File: config.mk
export PLATFORM = sky130hd
export DESIGN_NAME = rat_io_hub
export DESIGN_NICKNAME = d
export VERILOG_FILES = /design/src/rtl/rat_io_pkg.sv /design/src/rtl/rat_irq_ctrl.sv /design/src/rtl/rat_io_hub.sv
export SDC_FILE = /design/constraint.sdc
export NUM_CORES = 1
export LEC_CHECK = 0
export CAP_MARGIN = 20
export CORE_MARGIN = 4
export CORE_UTILIZATION = 40
export DETAILED_ROUTE_END_ITERATION = 10
export MAX_ROUTING_LAYER = met4
export PLACE_DENSITY = 0.74
export RECOVER_POWER = 25
export SKIP_LAST_GASP = 1
export SLEW_MARGIN = 40
export SYNTH_ARGS = -nofsm -noshare
export SYNTH_HDL_FRONTEND = slang
export SYNTH_SLANG_ARGS = --single-unit
File: constraint.sdc
create_clock -name CLK -period 1.6 [get_ports CLK]
set_input_delay 0.24 -clock CLK [delete_from_list [all_inputs] [get_ports CLK]]
set_output_delay 0.24 -clock CLK [all_outputs]
set_load 0.005 [all_outputs]
File: src/rtl/rat_io_pkg.sv
// Shared RAT MCU port map: default port IDs, sizing limits and the write-decode select type.
package rat_io_pkg;

  localparam logic [7:0] PortSwitches  = 8'h20;
  localparam logic [7:0] PortRand      = 8'h21;
  localparam logic [7:0] PortLeds      = 8'h40;
  localparam logic [7:0] PortKeyboard  = 8'h44;
  localparam logic [7:0] PortSsegLo    = 8'h81;
  localparam logic [7:0] PortSsegHi    = 8'h82;
  localparam logic [7:0] PortVgaHaddr  = 8'h90;
  localparam logic [7:0] PortVgaLaddr  = 8'h91;
  localparam logic [7:0] PortVgaColor  = 8'h92;
  localparam logic [7:0] PortVgaRead   = 8'h93;
  localparam logic [7:0] PortIrqStat   = 8'hF0;
  localparam logic [7:0] PortIrqMask   = 8'hF1;
  localparam logic [7:0] PortIrqAck    = 8'hF2;

  localparam int unsigned MaxOut = 16;
  localparam int unsigned MaxIn  = 16;
  localparam int unsigned MaxIrq = 8;

  typedef enum logic [1:0] {WrNone, WrOut, WrMask, WrAck} wr_sel_e;

  function automatic bit range_hit(int unsigned id, int unsigned base, int unsigned n);
    return (id >= base) && (id < base + n);
  endfunction

endpackage

File: src/rtl/rat_irq_ctrl.sv
// Interrupt controller: rising-edge capture into pending, mask, W1C acknowledge, registered INTR.
module rat_irq_ctrl #(
  parameter int unsigned N_IRQ = 4
) (
  input  logic             clk_i,
  input  logic             rst_ni,
  input  logic [N_IRQ-1:0] src_i,
  input  logic             mask_we_i,
  input  logic             ack_we_i,
  input  logic [N_IRQ-1:0] wdata_i,
  output logic [N_IRQ-1:0] mask_o,
  output logic [N_IRQ-1:0] pend_o,
  output logic             intr_o
);

  logic [N_IRQ-1:0] src_q;
  logic [N_IRQ-1:0] pend_q, pend_d;
  logic [N_IRQ-1:0] mask_q;
  logic             intr_q;

  // A new edge overrides a same-cycle acknowledge so no event is lost.
  always_comb begin
    pend_d = pend_q;
    if (ack_we_i) pend_d = pend_d & ~wdata_i;
    pend_d = pend_d | (src_i & ~src_q);
  end

  always_ff @(posedge clk_i) begin
    if (!rst_ni) begin
      src_q  <= src_i;
      pend_q <= '0;
      mask_q <= '0;
      intr_q <= 1'b0;
    end else begin
      src_q  <= src_i;
      pend_q <= pend_d;
      if (mask_we_i) mask_q <= wdata_i;
      intr_q <= |(pend_q & mask_q);
    end
  end

  assign mask_o = mask_q;
  assign pend_o = pend_q;
  assign intr_o = intr_q;

endmodule

File: src/rtl/rat_io_hub.sv
// RAT MCU port-bus hub: strobe edge detect, write decode, output registers, read mux, IRQ block.
module rat_io_hub
  import rat_io_pkg::*;
#(
  parameter int unsigned N_OUT       = 8,
  parameter int unsigned N_IN        = 4,
  parameter int unsigned N_IRQ       = 4,
  parameter logic [7:0]  OUT_BASE    = 8'h80,
  parameter logic [7:0]  IN_BASE     = PortSwitches,
  parameter logic [7:0]  IRQ_STAT_ID = PortIrqStat,
  parameter logic [7:0]  IRQ_MASK_ID = PortIrqMask,
  parameter logic [7:0]  IRQ_ACK_ID  = PortIrqAck
) (
  input  logic                 CLK,
  input  logic                 RST_N,
  input  logic [7:0]           PORT_ID,
  input  logic [7:0]           OUT_PORT,
  input  logic                 IO_STRB,
  output logic [7:0]           IN_PORT,
  input  logic [8*N_IN-1:0]    IN_DATA,
  input  logic [N_IRQ-1:0]     IRQ_SRC,
  output logic [8*N_OUT-1:0]   OUT_REGS,
  output logic [N_OUT-1:0]     WR_PULSE,
  output logic                 INTR
);

  localparam int unsigned OutB = int'(OUT_BASE);
  localparam int unsigned InB  = int'(IN_BASE);
  localparam int unsigned StId = int'(IRQ_STAT_ID);
  localparam int unsigned MkId = int'(IRQ_MASK_ID);
  localparam int unsigned AkId = int'(IRQ_ACK_ID);

  localparam bit ParamBad = (N_OUT < 1) || (N_OUT > MaxOut) || (N_IN < 1) || (N_IN > MaxIn) ||
                            (N_IRQ < 1) || (N_IRQ > MaxIrq) ||
                            (OutB + N_OUT > 256) || (InB + N_IN > 256);

  localparam bit MapBad = ((OutB < InB + N_IN) && (InB < OutB + N_OUT)) ||
                          range_hit(StId, OutB, N_OUT) || range_hit(StId, InB, N_IN) ||
                          range_hit(MkId, OutB, N_OUT) || range_hit(MkId, InB, N_IN) ||
                          range_hit(AkId, OutB, N_OUT) || range_hit(AkId, InB, N_IN) ||
                          (StId == MkId) || (StId == AkId) || (MkId == AkId);

  if (ParamBad) begin : g_param_err
    $error("rat_io_hub: parameter out of range");
  end
  if (MapBad) begin : g_map_err
    $error("rat_io_hub: overlapping port address ranges");
  end

  localparam logic [7:0] NOut8 = 8'(N_OUT);
  localparam logic [7:0] NIn8  = 8'(N_IN);

  logic                    strb_q;
  logic                    wr_evt;
  logic [N_OUT-1:0][7:0]   out_q;
  logic [N_OUT-1:0]        pulse_q;
  logic [7:0]              out_off, in_off;
  logic                    out_hit, in_hit;
  wr_sel_e                 wr_sel;
  logic [N_IRQ-1:0]        irq_mask, irq_pend;
  logic [7:0]              rd_data;

  assign wr_evt  = IO_STRB & ~strb_q;
  assign out_off = PORT_ID - OUT_BASE;
  assign in_off  = PORT_ID - IN_BASE;
  assign out_hit = (PORT_ID >= OUT_BASE) && (out_off < NOut8);
  assign in_hit  = (PORT_ID >= IN_BASE) && (in_off < NIn8);

  always_comb begin
    wr_sel = WrNone;
    if (out_hit)                     wr_sel = WrOut;
    else if (PORT_ID == IRQ_MASK_ID) wr_sel = WrMask;
    else if (PORT_ID == IRQ_ACK_ID)  wr_sel = WrAck;
  end

  always_ff @(posedge CLK) begin
    if (!RST_N) begin
      strb_q  <= IO_STRB;
      out_q   <= '0;
      pulse_q <= '0;
    end else begin
      strb_q  <= IO_STRB;
      pulse_q <= '0;
      if (wr_evt && (wr_sel == WrOut)) begin
        for (int unsigned k = 0; k < N_OUT; k++) begin
          if (out_off == 8'(k)) begin
            out_q[k]   <= OUT_PORT;
            pulse_q[k] <= 1'b1;
          end
        end
      end
    end
  end

  rat_irq_ctrl #(
    .N_IRQ (N_IRQ)
  ) u_irq (
    .clk_i     (CLK),
    .rst_ni    (RST_N),
    .src_i     (IRQ_SRC),
    .mask_we_i (wr_evt && (wr_sel == WrMask)),
    .ack_we_i  (wr_evt && (wr_sel == WrAck)),
    .wdata_i   (OUT_PORT[N_IRQ-1:0]),
    .mask_o    (irq_mask),
    .pend_o    (irq_pend),
    .intr_o    (INTR)
  );

  always_comb begin
    rd_data = 8'h00;
    if (in_hit) begin
      for (int unsigned k = 0; k < N_IN; k++) begin
        if (in_off == 8'(k)) rd_data = IN_DATA[8*k +: 8];
      end
    end else if (PORT_ID == IRQ_STAT_ID) begin
      for (int unsigned i = 0; i < N_IRQ; i++) rd_data[i] = irq_pend[i] & irq_mask[i];
    end else if (PORT_ID == IRQ_MASK_ID) begin
      for (int unsigned i = 0; i < N_IRQ; i++) rd_data[i] = irq_mask[i];
    end
  end

  assign IN_PORT  = rd_data;
  assign OUT_REGS = out_q;
  assign WR_PULSE = pulse_q;

endmodule

; Word level (Yosys, flattened, before mapping)
; Index checks and enable logic that the tools add are counted.
[word_totals]
ff_bits = 86
latch_bits = 0
mem_bits_rw = 0
rom_bits = 0
inputBits = 55
out_inout_bits = 81
elab_cells = 85
n_memories = 0
[op_classes]
add_sub_neg = 2
multipliers = 0
div = 0
magnitude_cmp = 4
eq_ne = 16
shifts = 0
mux = 20
bitwise = 12
reduce_logical = 17
[op_table]
columns = operator, n
row1 = equality test 8 x 2 -> 1 bit (second input constant), 4
row2 = equality test 8 x 3 -> 1 bit (second input constant), 4
row3 = 2-to-1 mux 8 bit, 4
row4 = equality test 8 bit (second input constant), 3
row5 = 2-to-1 mux 4 bit, 5
row6 = AND reduction 2 bit, 9
row7 = equality test 8 x 1 -> 1 bit (second input constant), 2
row8 = zero test 8 bit, 2
row9 = AND 4 bit, 3
row10 = >= comparator 8 x 6 -> 1 bit (second input constant), 1
row11 = >= comparator 8 bit (second input constant), 1
row12 = < comparator 8 x 3 -> 1 bit (second input constant), 1
row13 = < comparator 8 x 4 -> 1 bit (second input constant), 1
row14 = 2-to-1 mux 1 bit, 8
row15 = NOT 4 bit, 2
row16 = subtractor 8 x 6 -> 8 bit (second input constant), 1
row17 = subtractor 8 bit (second input constant), 1
row18 = 2-to-1 mux 2 bit, 3
row19 = AND 1 bit, 5
row20 = logical AND 1 bit, 5
row21 = equality test 2 bit (second input constant), 2
row22 = OR 4 bit, 1
row23 = OR reduction 4 bit, 1
row24 = equality test 2 x 1 -> 1 bit (second input constant), 1
row25 = NOT 1 bit, 1

; Depth between registers and ports, before layout
[depth]
ltp_word = 8
mapped_depth = 5
mapped_depth_nobuf = 5

; Modules after synthesis
; A second synthesis with hierarchy kept.
[hier_totals]
hier_cells = 335
hier_area_um2 = 3508.4
[modules_own_cells]
columns = mod, instances, cells_each, area_each_um2, seq_area_each_um2
row1 = rat_io_hub, 1, 298, 3064.2, 1461.4
row2 = rat_irq_ctrl, 1, 37, 444.2, 260.2

; Worst setup path before layout
; Ideal clock, no wire load.
[synth_path]
path_kind = input-to-output
startpoint = input port PORT_ID[0]
endpoint = output port IN_PORT[4]
arrival_ns = 1.098
path_slack_ns = 0.262
path_stages = 3
path_buffers = 1
path_cell_list = buf_2 -> mux4_2 -> nor2b_1
[synth_via]
elab_chain_len = 7
[synth_lines]
columns = item, line
row1 = start: declaration, rat_io_hub.sv:16  ; input logic [7:0] PORT_ID,
row2 = subtractor 8 x 6 -> 8 bit, rat_io_hub.sv:65  ; assign in_off = PORT_ID - IN_BASE;
row3 = zero test 8 bit, rat_io_hub.sv:113  ; if (in_off == 8'(k)) rd_data = IN_DATA[8*k +: 8];
row4 = 2-to-1 mux 8 bit (4 in series), rat_io_hub.sv:113
row5 = 2-to-1 mux 4 bit *, rat_io_hub.sv:111  ; if (in_hit) begin
row6 = end: declaration, rat_io_hub.sv:19  ; output logic [7:0] IN_PORT,
; Every way passes the cells marked *; elsewhere a longest branch is shown, timed or not.

; Worst setup path after layout
[layout_path]
startpoint = input port PORT_ID[3]
endpoint = output port IN_PORT[0]
; The elaborated chain is that of the path after synthesis.

==> out/results.tsv <==
stage	metric	value	unit
outcome	outcome	finished with violations	
outcome	failing checks	negative setup slack	
clocking	TritonCTS clock tree	yes	
detailed_routing	DR vias	3083	
logic_synthesis	post-synthesis async set-or-reset flop share	0	%
cells_and_area	Area growth, synth to finish	56.8	%
clocking	Skew-Pair Late Insertion Delay	0.35	ns
sta	relative slew slack	63.6	%
pwr	combinational share of power	9.8	%
clocking	CTS Hold Bufs	0	
die	I/O Pins	136	
clocking	clk sinks	86	
detailed_routing	DR iter-0 viols	107	
critical_path	Setup crit start kind	input port	
detailed_routing	DR WL/cell	16.9	um
logic_synthesis	sequential-to-total area share from yosys stat	49.6	%
die	die width	101	um
global_routing	antenna violations before repair	0	
pwr	Flop pwr share	52.2	%
cells_and_area	Final nets	564	
cells_and_area	post-route cell area	5440	sq um
logic_synthesis	Post-synth top cells	dfxtp_1 (86), nand2_1 (77), mux2i_1 (68), nor2_1 (9)	
global_routing	largest net degree at the start of global routing	49	
sta	Slew @ Worst Pin	0.545	ns
logic_synthesis	syn avg cell area	10.4	sq um
critical_path	Slowest-stage cell, CP	or4_1	
logic_synthesis	most common cell in the netlist	dfxtp_1	
detailed_routing	drt drc	0	
placed_design	gpl congestion	0.912	
flow_run	max-cap violations	0	
pwr	P_sw	0.958	mW
logic_synthesis	largest area contributor in the netlist	dfxtp_1	
detailed_routing	DRT Pass-1 Iters	4	
sta	f_max	588	MHz
pwr	PwrDens	763	nW/um^2
logic_synthesis	Synth Instances	334	
logic_synthesis	Synthesized Nets	390	
logic_synthesis	Ys Warns	0	
cells_and_area	layout cells sized above 1	24.0	%
cells_and_area	FF+latch area	1730	sq um
sta	Setup Viol. Count Final	16	
pwr	Sw Share	23.1	%
global_routing	first-pass GRT wire length	16500	um
logic_synthesis	EDFF count, synth	0	
die	Die Y-Extent	101	um
sta	clock skew	0.00839	ns
critical_path	r2r setup slk	0.08	ns
sta	final-report hold violation count	0	
pwr	cell-internal power	3.19	mW
logic_synthesis	Synth Flop Type	dfxtp_1	
critical_path	crit path max fanout	3	
global_routing	vias in the first global route	3218	
logic_synthesis	post-synthesis register bit count	86	
pwr	Leak Pwr	2.58	nW
global_routing	total track usage	21.3	%
sta	final worst slack	-0.101	ns
cells_and_area	combined area of the multi-input logic cells	1670	sq um
logic_synthesis	post-synth cell types	31	
cells_and_area	Non-Filler Instances	617	
clocking	H-tree level count	3	
critical_path	Worst EP arrival	1.46	ns
pwr	VDD IR max	558	uV
cells_and_area	Final Core Density	65.2	%
detailed_routing	Routed WL	10400	um
placed_design	post-DP HPWL	7610	um
sta	Final period util	106	%
clocking	CTS Root Cell	clkbuf_8	
sta	RSZ-0062 raised after global routing	true	
placed_design	Post-DP Area	5090	sq um
pwr	Clock power frac	38.1	%
critical_path	worst path required time	1.36	ns
logic_synthesis	mapped cell area	3470	sq um
cells_and_area	ant diodes	0	
min_path	Hold WC Path Type	in -> reg	
critical_path	Worst Setup Path Type	in -> out	
sta	Final Critical Period	1.70	ns
global_routing	grt total ovfl	0	
logic_synthesis	Yosys top cell area share	49.6	%
sta	Slew Viols, Final	0	
detailed_routing	vias per cell	5.00	
critical_path	crit-path most repeated cell	buf_6	
critical_path	Crit. End Element	primary output	
die	Rows	33	
placed_design	placed cells	589	
clocking	number of CTS-inserted buffers	9	
die	core footprint	8340	sq um
critical_path	family with the most delay on the worst path	simple AND/OR/NAND/NOR gates	
detailed_routing	ANT nets after route	0	
critical_path	CP Buf/Inv Count	3	
critical_path	crit-path cells	buf_6 -> or2_4 -> buf_6 -> or4_1 -> o21ai_1 -> buf_2	
placed_design	PortBufs	135	
cells_and_area	Filler Cell Count	691	
logic_synthesis	Synth area leaders	dfxtp_1 (50%), mux2i_1 (20%), nand2_1 (8.3%)	
critical_path	Max stage delay on crit path	0.49	ns
clocking	clock buffer depth	2	
die	Initial Utilization	41.6	%
clocking	clk slew on worst S/H paths	0.08	ns
die	die area	10200	sq um
==> per-stage QoR <==
| stage | TNS [ns] | worst slack [ns] | power, mW | hold WS, ns |
|---|---|---|---|---|
| final | -0.559 | -0.101 | 4.15 | 0.184 |
| after global routing | -1.11 | -0.0830 | 4.30 | 0.177 |
| after CTS | -0.245 | -0.0937 | 4.17 | 0.166 |
| after detailed placement | -28.13 | -0.914 | 2.59 | 0.454 |
| after global placement | -25.08 | -0.786 | 2.59 | 0.446 |
| after floorplan | 0 | 0.262 | 2.36 | 0.268 |
==> repair_timing <==
action / CTS / global route
gates resized for setup: 90 / 30
setup endpoints to repair: 8 / 8
setup buffers: 12 / 2
cloned: 0 / 0
pin swaps: 13 / 6
==> registers in the layout, summed over array words and instances (netlist names) <==
signal,cells
OUT_REGS,64
WR_PULSE,8
strb_q,1
u_irq.intr_o,1
u_irq.mask_o,4
u_irq.pend_o,4
u_irq.src_q,4
==> area by class of cell <==
type / count / area share, %
Clock buffer: 11 / 2.78
Clock inverter: 4 / 1.01
Multi-Input combinational cell: 223 / 30.7
Tap cell: 105 / 2.41
Sequential cell: 86 / 31.8
Timing Repair Buffer: 185 / 31.0
Inverter: 3 / 0.207
==> path summary, 6_finish.rpt <==
check                                          startpoint  cells past startpoint                   endpoint
worst max-delay path                           PORT_ID[3]                      6                 IN_PORT[0]
worst max register to register             strb_q$_DFF_P_                      4  OUT_REGS[27]$_SDFFE_PN0P_
worst min register to register  OUT_REGS[13]$_SDFFE_PN0P_                      2  OUT_REGS[13]$_SDFFE_PN0P_
worst min-delay path                           PORT_ID[3]                      3     WR_PULSE[1]$_SDFF_PN0_
==> cell usage in the layout, fill, tap and decap left out, types with 8 or more instances in the layout <==
cell type | netlist | routed
buf_2 | 6 | 11
buf_4 | 5 | 40
clkbuf_8 | 1 | 11
clkdlybuf4s50_1 | 0 | 97
dfxtp_1 | 86 | 79
dlymetal6s2s_1 | 0 | 11
mux2_2 | 8 | 8
mux2i_1 | 68 | 68
nand2_1 | 77 | 77
nor2_1 | 9 | 9
==> tightest hold or removal path, cell delays in order <==
cell and delay (ns):
buf_6 0.09, buf_4 0.12, nor3_1 0.05
==> power by group through the flow <==
stage / Sequential, mW / Combinational, mW / Clock [mW]
finish: 2.17 / 0.405 / 1.58
global route: 2.17 / 0.436 / 1.70
CTS: 2.17 / 0.396 / 1.61
detailed placement: 2.21 / 0.378 / 0
global placement: 2.21 / 0.374 / 0
floorplan: 2.21 / 0.148 / 0
==> cells by family after synthesis <==
logic type / after synthesis / share of synthesized area, %
AND/OR/NAND/NOR: 122 / 17.1
multiplexers: 80 / 24.8
buffers and inverters: 25 / 4.26
flip-flops: 86 / 49.6
adder cells (fa/ha/maj): 1 / 0.361
AO/OA/AOI/OAI: 19 / 3.61
XOR/XNOR: 1 / 0.252
==> layer usage <==
metal | track usage [%] | vias up | routed length, um
li1 | - | 1500 | -
met1 | 27.1 | 1472 | 4590
met2 | 34.7 | 99 | 5140
met3 | 4.34 | 12 | 521
met4 | 5.52 | 0 | 180
met5 | - | - | 0
Note: power is estimated with default switching activity, not from simulation.
